## config.mk

```make
export PLATFORM = sky130hd
export DESIGN_NAME = pipe_stage_reg_flat
export DESIGN_NICKNAME = d
export VERILOG_FILES = /design/src/rtl/pipe_stage_if.sv /design/src/rtl/pipe_stage_reg.sv /design/src/flat_wrapper.sv
export SDC_FILE = /design/constraint.sdc
export NUM_CORES = 1
export LEC_CHECK = 0
export CAP_MARGIN = 10
export CELL_PAD_IN_SITES_DETAIL_PLACEMENT = 0
export CELL_PAD_IN_SITES_GLOBAL_PLACEMENT = 1
export CORE_ASPECT_RATIO = 2
export CORE_UTILIZATION = 29
export DETAILED_ROUTE_END_ITERATION = 6
export PLACE_DENSITY = 0.84
export SLEW_MARGIN = 20
export SYNTH_ARGS = -nofsm -noshare
export SYNTH_HDL_FRONTEND = slang
export SYNTH_SLANG_ARGS = --single-unit
```

## constraint.sdc

```tcl
create_clock -name clk -period 1.8 [get_ports clk]
set_clock_uncertainty 0.2 [all_clocks]
set_input_delay 0.18 -clock clk [delete_from_list [all_inputs] [get_ports clk]]
set_output_delay 0.18 -clock clk [all_outputs]
set_load 0.01 [all_outputs]
```

## src/rtl/pipe_stage_if.sv

```systemverilog
// pipe_stage_if
//   Upstream/downstream handshake and payload bundle for pipe_stage_reg.
//   Parameters: DATA_W (alu/rd2/pc_branch width), REG_W (write_reg width),
//               CTRL_W (ctrl width).
//   master : the side that drives in_* and out_ready (producer + consumer).
//   slave  : the pipeline stage itself.
interface pipe_stage_if #(
  parameter int DATA_W = 32,
  parameter int REG_W  = 5,
  parameter int CTRL_W = 5
);
  logic              in_valid;
  logic              in_ready;
  logic [DATA_W-1:0] in_alu;
  logic [DATA_W-1:0] in_rd2;
  logic [DATA_W-1:0] in_pc_branch;
  logic [REG_W-1:0]  in_write_reg;
  logic [CTRL_W-1:0] in_ctrl;
  logic              in_zero;

  logic              out_valid;
  logic              out_ready;
  logic [DATA_W-1:0] out_alu;
  logic [DATA_W-1:0] out_rd2;
  logic [DATA_W-1:0] out_pc_branch;
  logic [REG_W-1:0]  out_write_reg;
  logic [CTRL_W-1:0] out_ctrl;
  logic              out_zero;

  modport master (
    output in_valid, in_alu, in_rd2, in_pc_branch, in_write_reg, in_ctrl, in_zero,
    input  in_ready,
    input  out_valid, out_alu, out_rd2, out_pc_branch, out_write_reg, out_ctrl, out_zero,
    output out_ready
  );

  modport slave (
    input  in_valid, in_alu, in_rd2, in_pc_branch, in_write_reg, in_ctrl, in_zero,
    output in_ready,
    output out_valid, out_alu, out_rd2, out_pc_branch, out_write_reg, out_ctrl, out_zero,
    input  out_ready
  );
endinterface

```

## src/rtl/pipe_stage_reg.sv

```systemverilog
// pipe_stage_reg
//   Valid/ready pipeline register between execute and memory stages.
//   Freezes while the cache misses (hit low), discards held entries on
//   flush, and counts miss cycles in a saturating stall counter.
//
//   Ports:
//     clk        single clock, rising edge
//     rst_n      asynchronous active-low reset
//     bus        pipe_stage_if.slave: in_valid/in_ready + in_* payload,
//                out_valid/out_ready + out_* payload
//     hit        cache hit; low freezes the stage
//     flush      discard all held entries at the next edge
//     stall_cnt  saturating count of cycles with hit low
//
//   Build option: define PIPE_STAGE_SKID_EN to add a second (skid) entry so
//   that in_ready depends only on registered state and not on out_ready.
module pipe_stage_reg #(
  parameter int DATA_W = 32,
  parameter int REG_W  = 5,
  parameter int CTRL_W = 5,
  parameter int CNT_W  = 16
) (
  input  logic             clk,
  input  logic             rst_n,
  pipe_stage_if.slave      bus,
  input  logic             hit,
  input  logic             flush,
  output logic [CNT_W-1:0] stall_cnt
);

  localparam int PAY_W = 3 * DATA_W + REG_W + CTRL_W + 1;

  logic [PAY_W-1:0] in_pay;
  logic [PAY_W-1:0] head_q, head_d;
  logic             head_valid_q, head_valid_d;
  logic             run_q;
  logic             in_ready;
  logic             in_fire;
  logic             out_fire;

  assign in_pay = {bus.in_alu, bus.in_rd2, bus.in_pc_branch,
                   bus.in_write_reg, bus.in_ctrl, bus.in_zero};

  assign {bus.out_alu, bus.out_rd2, bus.out_pc_branch,
          bus.out_write_reg, bus.out_ctrl, bus.out_zero} = head_q;
  assign bus.out_valid = head_valid_q;
  assign bus.in_ready  = in_ready;

  // run_q keeps in_ready low during reset and until the first edge after
  // release, since the empty head alone would otherwise advertise ready.
  always_ff @(posedge clk or negedge rst_n) begin
    if (!rst_n) run_q <= 1'b0;
    else        run_q <= 1'b1;
  end

  // Flush also blocks retirement so that no transfer happens that cycle.
  assign out_fire = head_valid_q && bus.out_ready && hit && !flush;
  assign in_fire  = bus.in_valid && in_ready;

`ifdef PIPE_STAGE_SKID_EN
  logic [PAY_W-1:0] skid_q, skid_d;
  logic             skid_valid_q, skid_valid_d;

  // Registered-only ready: the skid entry absorbs the one payload that may
  // arrive while the head is blocked by out_ready.
  assign in_ready = run_q && !skid_valid_q && hit && !flush;

  always_comb begin
    head_d       = head_q;
    head_valid_d = head_valid_q;
    skid_d       = skid_q;
    skid_valid_d = skid_valid_q;
    if (flush) begin
      head_valid_d = 1'b0;
      skid_valid_d = 1'b0;
    end else if (out_fire) begin
      if (skid_valid_q) begin
        // in_ready is low while the skid is full, so no in_fire here.
        head_d       = skid_q;
        skid_valid_d = 1'b0;
      end else if (in_fire) begin
        head_d = in_pay;
      end else begin
        head_valid_d = 1'b0;
      end
    end else if (in_fire) begin
      if (!head_valid_q) begin
        head_d       = in_pay;
        head_valid_d = 1'b1;
      end else begin
        skid_d       = in_pay;
        skid_valid_d = 1'b1;
      end
    end
  end

  always_ff @(posedge clk or negedge rst_n) begin
    if (!rst_n) begin
      skid_q       <= '0;
      skid_valid_q <= 1'b0;
    end else begin
      skid_q       <= skid_d;
      skid_valid_q <= skid_valid_d;
    end
  end
`else
  assign in_ready = run_q && hit && !flush && (!head_valid_q || bus.out_ready);

  always_comb begin
    head_d       = head_q;
    head_valid_d = head_valid_q;
    if (flush) begin
      head_valid_d = 1'b0;
    end else if (in_fire) begin
      // Covers simultaneous retire + accept: head is replaced, no bubble.
      head_d       = in_pay;
      head_valid_d = 1'b1;
    end else if (out_fire) begin
      head_valid_d = 1'b0;
    end
  end
`endif

  always_ff @(posedge clk or negedge rst_n) begin
    if (!rst_n) begin
      head_q       <= '0;
      head_valid_q <= 1'b0;
    end else begin
      head_q       <= head_d;
      head_valid_q <= head_valid_d;
    end
  end

  // Miss-cycle counter; saturates and is deliberately not cleared by flush.
  always_ff @(posedge clk or negedge rst_n) begin
    if (!rst_n) begin
      stall_cnt <= '0;
    end else if (!hit && (stall_cnt != {CNT_W{1'b1}})) begin
      stall_cnt <= stall_cnt + 1'b1;
    end
  end

endmodule

```

## src/flat_wrapper.sv

```systemverilog
// flat-port wrapper written by rule: the top's interface ports become plain ports
module pipe_stage_reg_flat 
#(
  parameter int DATA_W = 32,
  parameter int REG_W  = 5,
  parameter int CTRL_W = 5,
  parameter int CNT_W  = 16
)
  (clk, rst_n, hit, flush, stall_cnt, bus_in_valid, bus_in_alu, bus_in_rd2, bus_in_pc_branch, bus_in_write_reg, bus_in_ctrl, bus_in_zero, bus_in_ready, bus_out_valid, bus_out_alu, bus_out_rd2, bus_out_pc_branch, bus_out_write_reg, bus_out_ctrl, bus_out_zero, bus_out_ready);
  pipe_stage_if #(.DATA_W(DATA_W), .REG_W(REG_W), .CTRL_W(CTRL_W)) bus_i ();
  input  logic clk;
  input  logic rst_n;
  input  logic hit;
  input  logic flush;
  output logic [CNT_W-1:0] stall_cnt;
  input wire logic [$bits(bus_i.in_valid)-1:0] bus_in_valid;
  input wire logic [$bits(bus_i.in_alu)-1:0] bus_in_alu;
  input wire logic [$bits(bus_i.in_rd2)-1:0] bus_in_rd2;
  input wire logic [$bits(bus_i.in_pc_branch)-1:0] bus_in_pc_branch;
  input wire logic [$bits(bus_i.in_write_reg)-1:0] bus_in_write_reg;
  input wire logic [$bits(bus_i.in_ctrl)-1:0] bus_in_ctrl;
  input wire logic [$bits(bus_i.in_zero)-1:0] bus_in_zero;
  output wire logic [$bits(bus_i.in_ready)-1:0] bus_in_ready;
  output wire logic [$bits(bus_i.out_valid)-1:0] bus_out_valid;
  output wire logic [$bits(bus_i.out_alu)-1:0] bus_out_alu;
  output wire logic [$bits(bus_i.out_rd2)-1:0] bus_out_rd2;
  output wire logic [$bits(bus_i.out_pc_branch)-1:0] bus_out_pc_branch;
  output wire logic [$bits(bus_i.out_write_reg)-1:0] bus_out_write_reg;
  output wire logic [$bits(bus_i.out_ctrl)-1:0] bus_out_ctrl;
  output wire logic [$bits(bus_i.out_zero)-1:0] bus_out_zero;
  input wire logic [$bits(bus_i.out_ready)-1:0] bus_out_ready;
  assign bus_i.in_valid = bus_in_valid;
  assign bus_i.in_alu = bus_in_alu;
  assign bus_i.in_rd2 = bus_in_rd2;
  assign bus_i.in_pc_branch = bus_in_pc_branch;
  assign bus_i.in_write_reg = bus_in_write_reg;
  assign bus_i.in_ctrl = bus_in_ctrl;
  assign bus_i.in_zero = bus_in_zero;
  assign bus_in_ready = bus_i.in_ready;
  assign bus_out_valid = bus_i.out_valid;
  assign bus_out_alu = bus_i.out_alu;
  assign bus_out_rd2 = bus_i.out_rd2;
  assign bus_out_pc_branch = bus_i.out_pc_branch;
  assign bus_out_write_reg = bus_i.out_write_reg;
  assign bus_out_ctrl = bus_i.out_ctrl;
  assign bus_out_zero = bus_i.out_zero;
  assign bus_i.out_ready = bus_out_ready;
  pipe_stage_reg #(.DATA_W(DATA_W), .REG_W(REG_W), .CTRL_W(CTRL_W), .CNT_W(CNT_W)) u_core (.clk(clk), .rst_n(rst_n), .bus(bus_i), .hit(hit), .flush(flush), .stall_cnt(stall_cnt));
endmodule
```

**After elaboration in Yosys (flattened, before gate mapping)**

Cells that the tools add are included.
W data, S select, Z words.

- $add $sub $neg: 1
- Eq/ne operators: 1
- Muxes and demuxes: 3
- Bitwise logic cells: 1
- Reduce and logical (&&, ||, !) cells: 14

Operators with widths:

| cell | number |
|---|---|
| $add A16 B1 Y16 const B | 1 |
| $ne A16 B16 Y1 const B | 1 |
| $logic_and A1 B1 Y1 | 8 |
| $logic_not A1 Y1 | 3 |
| $mux W1 | 3 |
| $reduce_bool A3 Y1 | 1 |
| $reduce_and A2 Y1 | 1 |
| $logic_or A1 B1 Y1 | 1 |
| $not A1 Y1 | 1 |

- Flip-flop bits (word level): 125
- Bits of input ports: 113
- Output and inout bits: 125

**Depth between registers and ports, before layout**

Gate-level depths: netlist of run 1.

- Word-level depth: 6
- Depth in mapped cells: 6
- Mapped depth without buffers: 5

**Least setup slack after synthesis of run 1**

Ideal clock, no wire load.

- Path type: register -> register
- From: register u_core.head_valid_q (netlist: u_core.bus.out_valid)
- To: register u_core.head_q[78]
- Library setup time: 0.125 ns
- Arrival: 1.556 ns
- Data required time: 1.475 ns
- Path slack: -0.081 ns
- Stages on the path, launching flop included: 7
- Path buffers: 2
- Path through: dfrtp_1 nor2b_1 nor3_2 nand2_2 buf_6 buf_6 mux2_4

- Cells in the longest elaborated chain, start to end: 5

Ends and longest elaborated chain:

| item | line | text |
|---|---|---|
| start: declaration | pipe_stage_reg.sv:35 | `logic head_valid_q, head_valid_d;` |
| start signal: assignment | pipe_stage_reg.sv:130 | `head_valid_q <= head_valid_d;` |
| $logic_not A1 Y1 | pipe_stage_reg.sv:107 | `assign in_ready = run_q && hit && !flush && (!head_valid_q \|\| bus.out_ready);` |
| $logic_or A1 B1 Y1 | pipe_stage_reg.sv:107 |  |
| $logic_and A1 B1 Y1 | pipe_stage_reg.sv:107 |  |
| via bus_in_ready | flat_wrapper.sv:23 | `output wire logic [$bits(bus_i.in_ready)-1:0] bus_in_ready;` |
| $logic_and A1 B1 Y1 | pipe_stage_reg.sv:58 | `assign in_fire = bus.in_valid && in_ready;` |
| $reduce_and A2 Y1 (no line) | -- |  |
| end signal: assignment | pipe_stage_reg.sv:126 | `head_q <= '0;` |
| end signal: assignment | pipe_stage_reg.sv:129 | `head_q <= head_d;` |
| end: declaration | pipe_stage_reg.sv:34 | `logic [PAY_W-1:0] head_q, head_d;` |

The timed path passes the listed nets, and every way through them passes these cells.
A chain may end at the register's enable or synchronous reset.

**Final worst setup path of run 1**

- From: register u_core.head_valid_q (netlist: u_core.bus.out_valid)
- To: register u_core.head_q[41]

- Cells in the longest elaborated chain, start to end: 5

Ends and longest elaborated chain:

| item | line |
|---|---|
| $logic_not A1 Y1 | pipe_stage_reg.sv:107 |
| $logic_or A1 B1 Y1 | pipe_stage_reg.sv:107 |
| $logic_and A1 B1 Y1 | pipe_stage_reg.sv:107 |
| $logic_and A1 B1 Y1 | pipe_stage_reg.sv:58 |
| $reduce_and A2 Y1 (no line) | -- |

No other way between the ends.

==> results.txt, run 1 <==
The run finished with clean final reports. The share of Yosys cell area claimed by the top area cell type came out at 0.637. Compared with the post-synthesis result, the final layout area differs by 69.2%. The count of H-tree levels built during CTS is 4. The number of warning messages in the yosys log is 0, and the count of buffers inserted at the top-level ports is 237. The total half-perimeter wirelength after legalization and detailed placement is 9990 um.

At the later pin of the worst-skew pair, clock insertion delay measures 0.41 ns. The combinational share of power was 0.270. The critical path's slowest cell is sky130_fd_sc_hd__dfrtp_1. Summed over all nets, the switching power comes to 2.53 mW. After synthesis, the netlist uses 32 different library cells. The tools report the number of cell rows as 67. The peak ir drop on the vdd network is 0.705 mV, and the worst hold slack across all endpoints is 0.125 ns. The routed wirelength normalized by instance count was 16.8 um. The worst slew margin relative to its limit was 0.559; the total power per unit cell area was 1220 mW/mm^2. The first global-routing pass estimated 20400 um of wire. The fraction of registers with async set/reset came out at 1.00.

Sorting the synthesized cells by area gives the leading types as sky130_fd_sc_hd__dfrtp_1 64%, sky130_fd_sc_hd__mux2_2 21%, sky130_fd_sc_hd__mux2_4 5.8%. The clock net in this run drives a total of 125 sinks. Before antenna repair, the detailed router went through 6 iterations. The number of violations reported at the end of detailed-routing iteration 0 was 94; the initial antenna violation count was 0. The run gives 0 as the setup violation total in the final timing report.

The tools report the sequential fraction of the synthesis area as 0.637. The worst setup path is captured at a flip-flop. For the number of global-route vias before repair, the log shows 3880. Summed over all cells, the static leakage comes to 3.62 nW. Of all cell types, the one taking the most synthesized area is sky130_fd_sc_hd__dfrtp_1. The run gives 0.158 as the total global-route track usage. The largest fanout of any net on the critical path was 56. The tools report the reg-to-reg critical path startpoint as u_core.bus.out_valid. The clock network power share was 0.355; the horizontal die dimension was 94.0 um. The final core utilization was 0.498. For the antenna cell count, the log shows 0. Entering global routing, the biggest net connects 57 pins. For the worst setup path, the data arrival time is 1.84 ns. The logs give 0 for the total overflow reported by the global router and 0.00491 mm^2 for the synthesized cell area.

Buffers inserted during clock tree synthesis total 17. Counting I/O delays and the setup requirement, the final critical path takes 1.75 ns. Synthesis produced 307 cells. The worst min-delay path category was in -> async.

In this run the remaining antenna-violating nets after routing total 0. The critical path is of the reg -> reg type. For this run, the leading register cell type out of synthesis is sky130_fd_sc_hd__dfrtp_1. The ratio of cells with drive above 1 in the final layout was 0.285; the share of the clock period used by the worst path was 0.973. The most critical setup path has its startpoint at u_core.bus.out_valid. In the final design database the tool counted 687 nets. After detailed routing, the number of remaining DRC violations is 0. The die outline height was 186 um; the clock transition at the registers of the reported paths was 0.05 ns. TritonCTS built the clock tree. Setup repair after global routing could not meet its margin everywhere. The worst-margin pin slew was 0.660 ns.

The worst setup path is launched from a flip-flop. The tools report the total routed wirelength as 13300 um. The critical path goes through nor2b_4 -> nor3_4 -> nand2_4 -> buf_12 -> mux2_2.

Count of pins over their slew limit: 0. The fraction of power spent switching nets works out to 0.250. The clock passes through at most 2 buffers. On the worst path, the slowest cell contributes a delay of 0.40 ns. For the total vias in the final route, the log shows 3547.

Grouping stages by cell kind, the critical path spends the most delay in simple AND/OR/NAND/NOR gates. The tools report the net count of the mapped netlist as 421. The required time of the critical path came out at 1.89 ns. The floorplan step defined a die boundary enclosing 0.0175 mm^2. The region available for standard cell placement spans 0.0167 mm^2.

For this run, the top clock speed supported by timing is 571 MHz. The tool flagged a number of max-cap violations equal to 0. Yosys mapped a number of flops with a built-in enable equal to 0. The run gives 0.375 as the sequential share of power. The synthesized design contains 125 register bits. Number of hold violations in the final report: 0.

During I/O placement, the number of pins put on the boundary was 238. The starting density of the core was 0.294. The tools report the internal power as 7.60 mW. Routability-driven placement finished with a final weighted congestion of 0.753. Root buffer cell: sky130_fd_sc_hd__clkbuf_16. The number of buffers and inverters on the critical path works out to 1.

In the routed layout, each cell is associated on average with a via count of 4.48. The per-instance average area after synthesis works out to 16.0 um^2.
## sequential cells by signal, summed over array words and instances, names as in the netlist
register and flops:
u_core.bus.out_valid 1, u_core.head_q 107, u_core.run_q 1, u_core.stall_cnt 16
## metrics by stage
step	std cells	setup slack (ns)	cell area [um^2]	TNS (ns)	total power [mW]
floorplan	307	-0.0265	4940	-0.479	4.79
global placement	756	-0.181	7660	-17.58	6.55
detailed placement	756	-0.186	7660	-17.94	6.65
CTS	790	0.000621	8290	0	10.3
global route	792	-0.0225	8310	-0.169	10.6
finish	792	0.0480	8310	0	10.1
## what timing repair did
action	in CTS	in global routing
hold endpoints to repair	125	0
hold buffers	2	0
pin swaps	0	1
resized for setup	18	2
setup endpoints to repair	16	27
buffers inserted	1	2
cloned	0	0
## worst min-delay path: cells and delay by family
family                 cells  cell delay, ns
buffers and inverters      3            0.93
## cells by family after synthesis
family | share of synthesized area
flops | 0.637
xor+xnor | 0.0178
mux | 0.266
simple gates | 0.0438
compound gates | 0.0155
fa+ha+maj | 0.00255
other cells | 0.000764
buf+inv | 0.0160
## cells in the final DEF (no fill, tap or decap), drive strengths merged, types with 2 or more instances in the layout
cell           count
nor2               3
nor3               2
clkdlybuf4s50    222
a21oi              2
nand2              8
and3               3
dlygate4sd2       12
nand4              7
bufinv             4
dlygate4sd3        2
xnor2              9
clkinv             3
nor4               2
and4               3
nand3              6
o21a               2
o211ai             3
buf               22
mux2             109
dfrtp            125
clkbuf            24
## final cells by class
cell class                      instances  area [um^2]
Clock buffer                           24          482
Clock inverter                          7          135
Fill cell                            1463         8370
Multi-Input combinational cell        170         1730
Sequential cell                       125         3130
Tap cell                              207          259
Timing Repair Buffer                  259         2570
## synthesized netlist by cell type (all sizes together) (2+ instances only)
master	n
a21oi	2
nor2	3
and3	3
xnor2	9
buf	12
mux2	109
nor4	2
nor3	2
nand4	7
nand3	6
nand2	8
o21a	2
o211ai	3
dfrtp	125
and4	3
## metal layers
layer,global-route usage,vias up,part of all wire
met5,0,-,0
met4,0.0757,0,0.025
met3,0.0490,24,0.069
met2,0.302,159,0.58
met1,0.148,1731,0.32
li1,-,1633,-
## power by group through the flow
stage,combinational (mW),clock [mW],sequential (mW)
global route,2.92,3.83,3.87
detailed placement,2.82,0,3.83
CTS,2.78,3.70,3.80
finish,2.73,3.60,3.79
floorplan,0.680,0,4.11
global placement,2.75,0,3.79
## path summary, 6_finish.rpt
path                                           to  slack (ns)  depth (start not counted)
min in group clk                u_core.head_q[17]        0.18                          2
worst min-delay path            u_core.head_q[16]        0.13                          3
max in group asynchronous       u_core.head_q[68]        0.24                          3
worst max-delay path            u_core.head_q[41]        0.05                          5
worst max register to register  u_core.head_q[41]        0.05                          5
worst min register to register   u_core.head_q[5]        0.30                          1
(Power assumes the default switching activity.)
==> run 2: changes to the inputs <==
--- a/config.mk
+++ b/config.mk
@@ -12,7 +12,7 @@
 export CORE_UTILIZATION = 29
 export DETAILED_ROUTE_END_ITERATION = 6
 export PLACE_DENSITY = 0.84
-export SLEW_MARGIN = 20
+export SKIP_LAST_GASP = 1
 export SYNTH_ARGS = -nofsm -noshare
 export SYNTH_HDL_FRONTEND = slang
 export SYNTH_SLANG_ARGS = --single-unit
==> results.txt, run 2 (synthesis gave the netlist of run 1 again) <==
Number of nets in the layout: 687 (unchanged). The worst min-delay path category is in -> async. The tools report the total CTS buffers as 17 (unchanged). The library cells used most frequently in the layout, excluding fill and tap cells, are 222 x sky130_fd_sc_hd__clkdlybuf4s50_1, 123 x sky130_fd_sc_hd__dfrtp_1, 90 x sky130_fd_sc_hd__mux2_2, 19 x sky130_fd_sc_hd__mux2_4. The total vias in the final route was 3547 (unchanged). The number of placed I/O pins is 238 (unchanged), and the starting density of the core is 0.294 (unchanged).

The summed negative setup slack over all endpoints came out at 0 ns (unchanged). TritonCTS built the clock tree. Number of violations of the max-capacitance limit: 0 (unchanged). The type of element capturing the critical path is a flip-flop.

The logs give 0 (unchanged) for the antenna cell count and 2 (unchanged) for the maximum buffer depth of the clock tree. The count of pins over their slew limit is 0 (unchanged), and the total half-perimeter wirelength after legalization and detailed placement is 9990 um (unchanged). The logs give 1463 (unchanged) for the fill cell total of the finished layout and 0 (unchanged) for the setup violation total in the final timing report. The placeable core region was 0.0167 mm^2 (unchanged); the number of global-route vias before repair was 3880 (unchanged). The tools report the worst-skew pair later-pin latency as 0.41 ns (about the same). The flow ran to the end, and the final reports show no timing, DRC or antenna violations. The count of buffers inserted at the top-level ports is 237 (unchanged).

For the worst setup slack after placement, the log shows -0.186 ns (unchanged). The tools report the CTS sink count as 125 (unchanged). The number of remaining DRC errors is 0 (unchanged), and the flip-flop count of the largest register, all copies and words added is 107 (unchanged). The die outline height was 186 um (unchanged); the horizontal die dimension was 94.0 um (unchanged). STA classifies the critical path startpoint as a flip-flop. The number of cell rows was 67 (unchanged); the largest fanout of any net on the critical path was 56 (unchanged). The routed wirelength normalized by instance count is 16.8 um (about the same).

The logs give 94 (unchanged) for the number of violations reported at the end of detailed-routing iteration 0 and 10.1 mW (unchanged) for the overall power consumption. Final weighted congestion of routability-driven global placement: 0.753 (unchanged). The total power per unit cell area works out to 1220 mW/mm^2 (unchanged).

The library cell used most frequently in the layout, excluding fill and tap cells, is sky130_fd_sc_hd__clkdlybuf4s50_1. The run gives 3.62 nW (about the same) as the standby leakage power. The clock transition at the registers of the reported paths works out to 0.05 ns (about the same). The first-pass GRT wire length was 20400 um (unchanged).

Synthesis-to-finish area growth: 69.2% (unchanged). The arrival time of the worst setup path was 1.85 ns (about the same); the total global-route track usage was 0.158 (unchanged). More flip-flops sit in one register than any other, and that register is u_core.head_q.

The run gives 13300 um (about the same) as the total routed wirelength. The detail-routed via count per cell came out at 4.48 (unchanged). The logs give 0 (unchanged) for the initial antenna violation count and 0 (unchanged) for the number of hold violations in the final report. Setup repair after global routing could not meet its margin everywhere. Number of detailed-route iterations in the first pass: 6 (unchanged). The setup path with the least slack is of type reg -> reg.

The root buffer cell chosen for the clock tree is sky130_fd_sc_hd__clkbuf_16. The number of nets with antenna violations after detailed routing was 0 (unchanged). The share of the clock period used by the worst path is 0.975 (+0.00197), and the total overflow reported by the global router is 0 (unchanged). The largest registers in the layout are u_core.head_q: 107 flops, u_core.stall_cnt: 16 flops. Ratio of cells with drive above 1 in the final layout: 0.285 (unchanged).

The run gives 0.705 mV (about the same) as the peak ir drop on the vdd network. The die area was 0.0175 mm^2 (unchanged); the count of H-tree levels built during CTS was 4 (unchanged). The logs give 570 MHz (-0.20%) for the timing-limited maximum frequency and 57 (unchanged) for the pin count of the biggest net entering global routing. Required time of the critical path: 1.89 ns (about the same). The final worst slack is 0.0444 ns (-0.00354 ns).

Worst-margin pin slew: 0.660 ns (unchanged). Worst slew margin relative to its limit: 0.559 (unchanged). Shortest clock period the worst path allows after layout: 1.76 ns (+0.00354 ns).
[run 2: layout make-up]
cell class	instances	area, um^2	share of cell area
timing repair buffer	259	2570	0.309
tap	207	259	0.0312
sequential	125	3130	0.377
clock inverter	7	135	0.0163
clock buffer	24	482	0.0580
multi-input combinational	170	1730	0.208
[run 2: final timing paths]
path                       cells after the start                  from  slack, ns                end
setup / recovery                               5  u_core.bus.out_valid       0.04  u_core.head_q[41]
hold / removal                                 3                 rst_n       0.13  u_core.head_q[16]
setup reg to reg                               5  u_core.bus.out_valid       0.04  u_core.head_q[41]
hold reg to reg                                1      u_core.head_q[5]       0.30   u_core.head_q[5]
max in group asynchronous                      3                 rst_n       0.24  u_core.head_q[68]
min in group clk                               2   bus_in_pc_branch[6]       0.18  u_core.head_q[17]
[run 2: per-stage QoR]
step | hold WS, ns | std cells | instance area, um^2 | util
6_report | 0.125 | 792 | 8310 | 0.498
5_1_grt | 0.152 | 792 | 8310 | 0.498
4_1_cts | 0.127 | 790 | 8300 | 0.497
3_5_place_dp | -0.133 | 756 | 7660 | 0.459
3_3_place_gp | -0.139 | 756 | 7660 | 0.459
2_1_floorplan | -0.316 | 307 | 4940 | -
[run 2: critical path, cell delays in order (launching register included)]
cell                      delay, ns
sky130_fd_sc_hd__dfrtp_1       0.40
sky130_fd_sc_hd__nor2b_4       0.14
sky130_fd_sc_hd__nor3_4        0.22
sky130_fd_sc_hd__nand2_4       0.10
sky130_fd_sc_hd__buf_12        0.21
sky130_fd_sc_hd__mux2_2        0.33
[run 2: power breakdown]
part	total, mW	internal [mW]	leakage [nW]	switching, mW
Combinational	2.73	1.76	1.80	0.976
Clock	3.60	2.41	0.304	1.18
Sequential	3.79	3.43	1.52	0.368
[run 2: routing by layer]
layer,global-route usage,part of all wire,up-vias
li1,-,-,1633
met1,0.148,0.32,1731
met2,0.302,0.58,159
met3,0.0490,0.069,24
met4,0.0757,0.025,0
met5,0,0,-
[run 2: what timing repair did]
| action | CTS | global route |
|---|---|---|
| endpoints found under the hold margin | 125 | 0 |
| resized for setup | 15 | 4 |
| endpoints found under the setup margin | 16 | 26 |
| cloned | 0 | 0 |
| buffers inserted | 1 | 2 |
| pin swaps | 0 | 1 |
| hold buffers | 2 | 0 |
==> run 3: changes to the inputs <==
--- a/config.mk
+++ b/config.mk
@@ -13,6 +13,7 @@
 export DETAILED_ROUTE_END_ITERATION = 6
 export PLACE_DENSITY = 0.84
 export SKIP_LAST_GASP = 1
+export SLEW_MARGIN = 0
 export SYNTH_ARGS = -nofsm -noshare
 export SYNTH_HDL_FRONTEND = slang
 export SYNTH_SLANG_ARGS = --single-unit
==> results of run 3 <==
No change in the layout: final DEF, timing and power equal those of run 2.
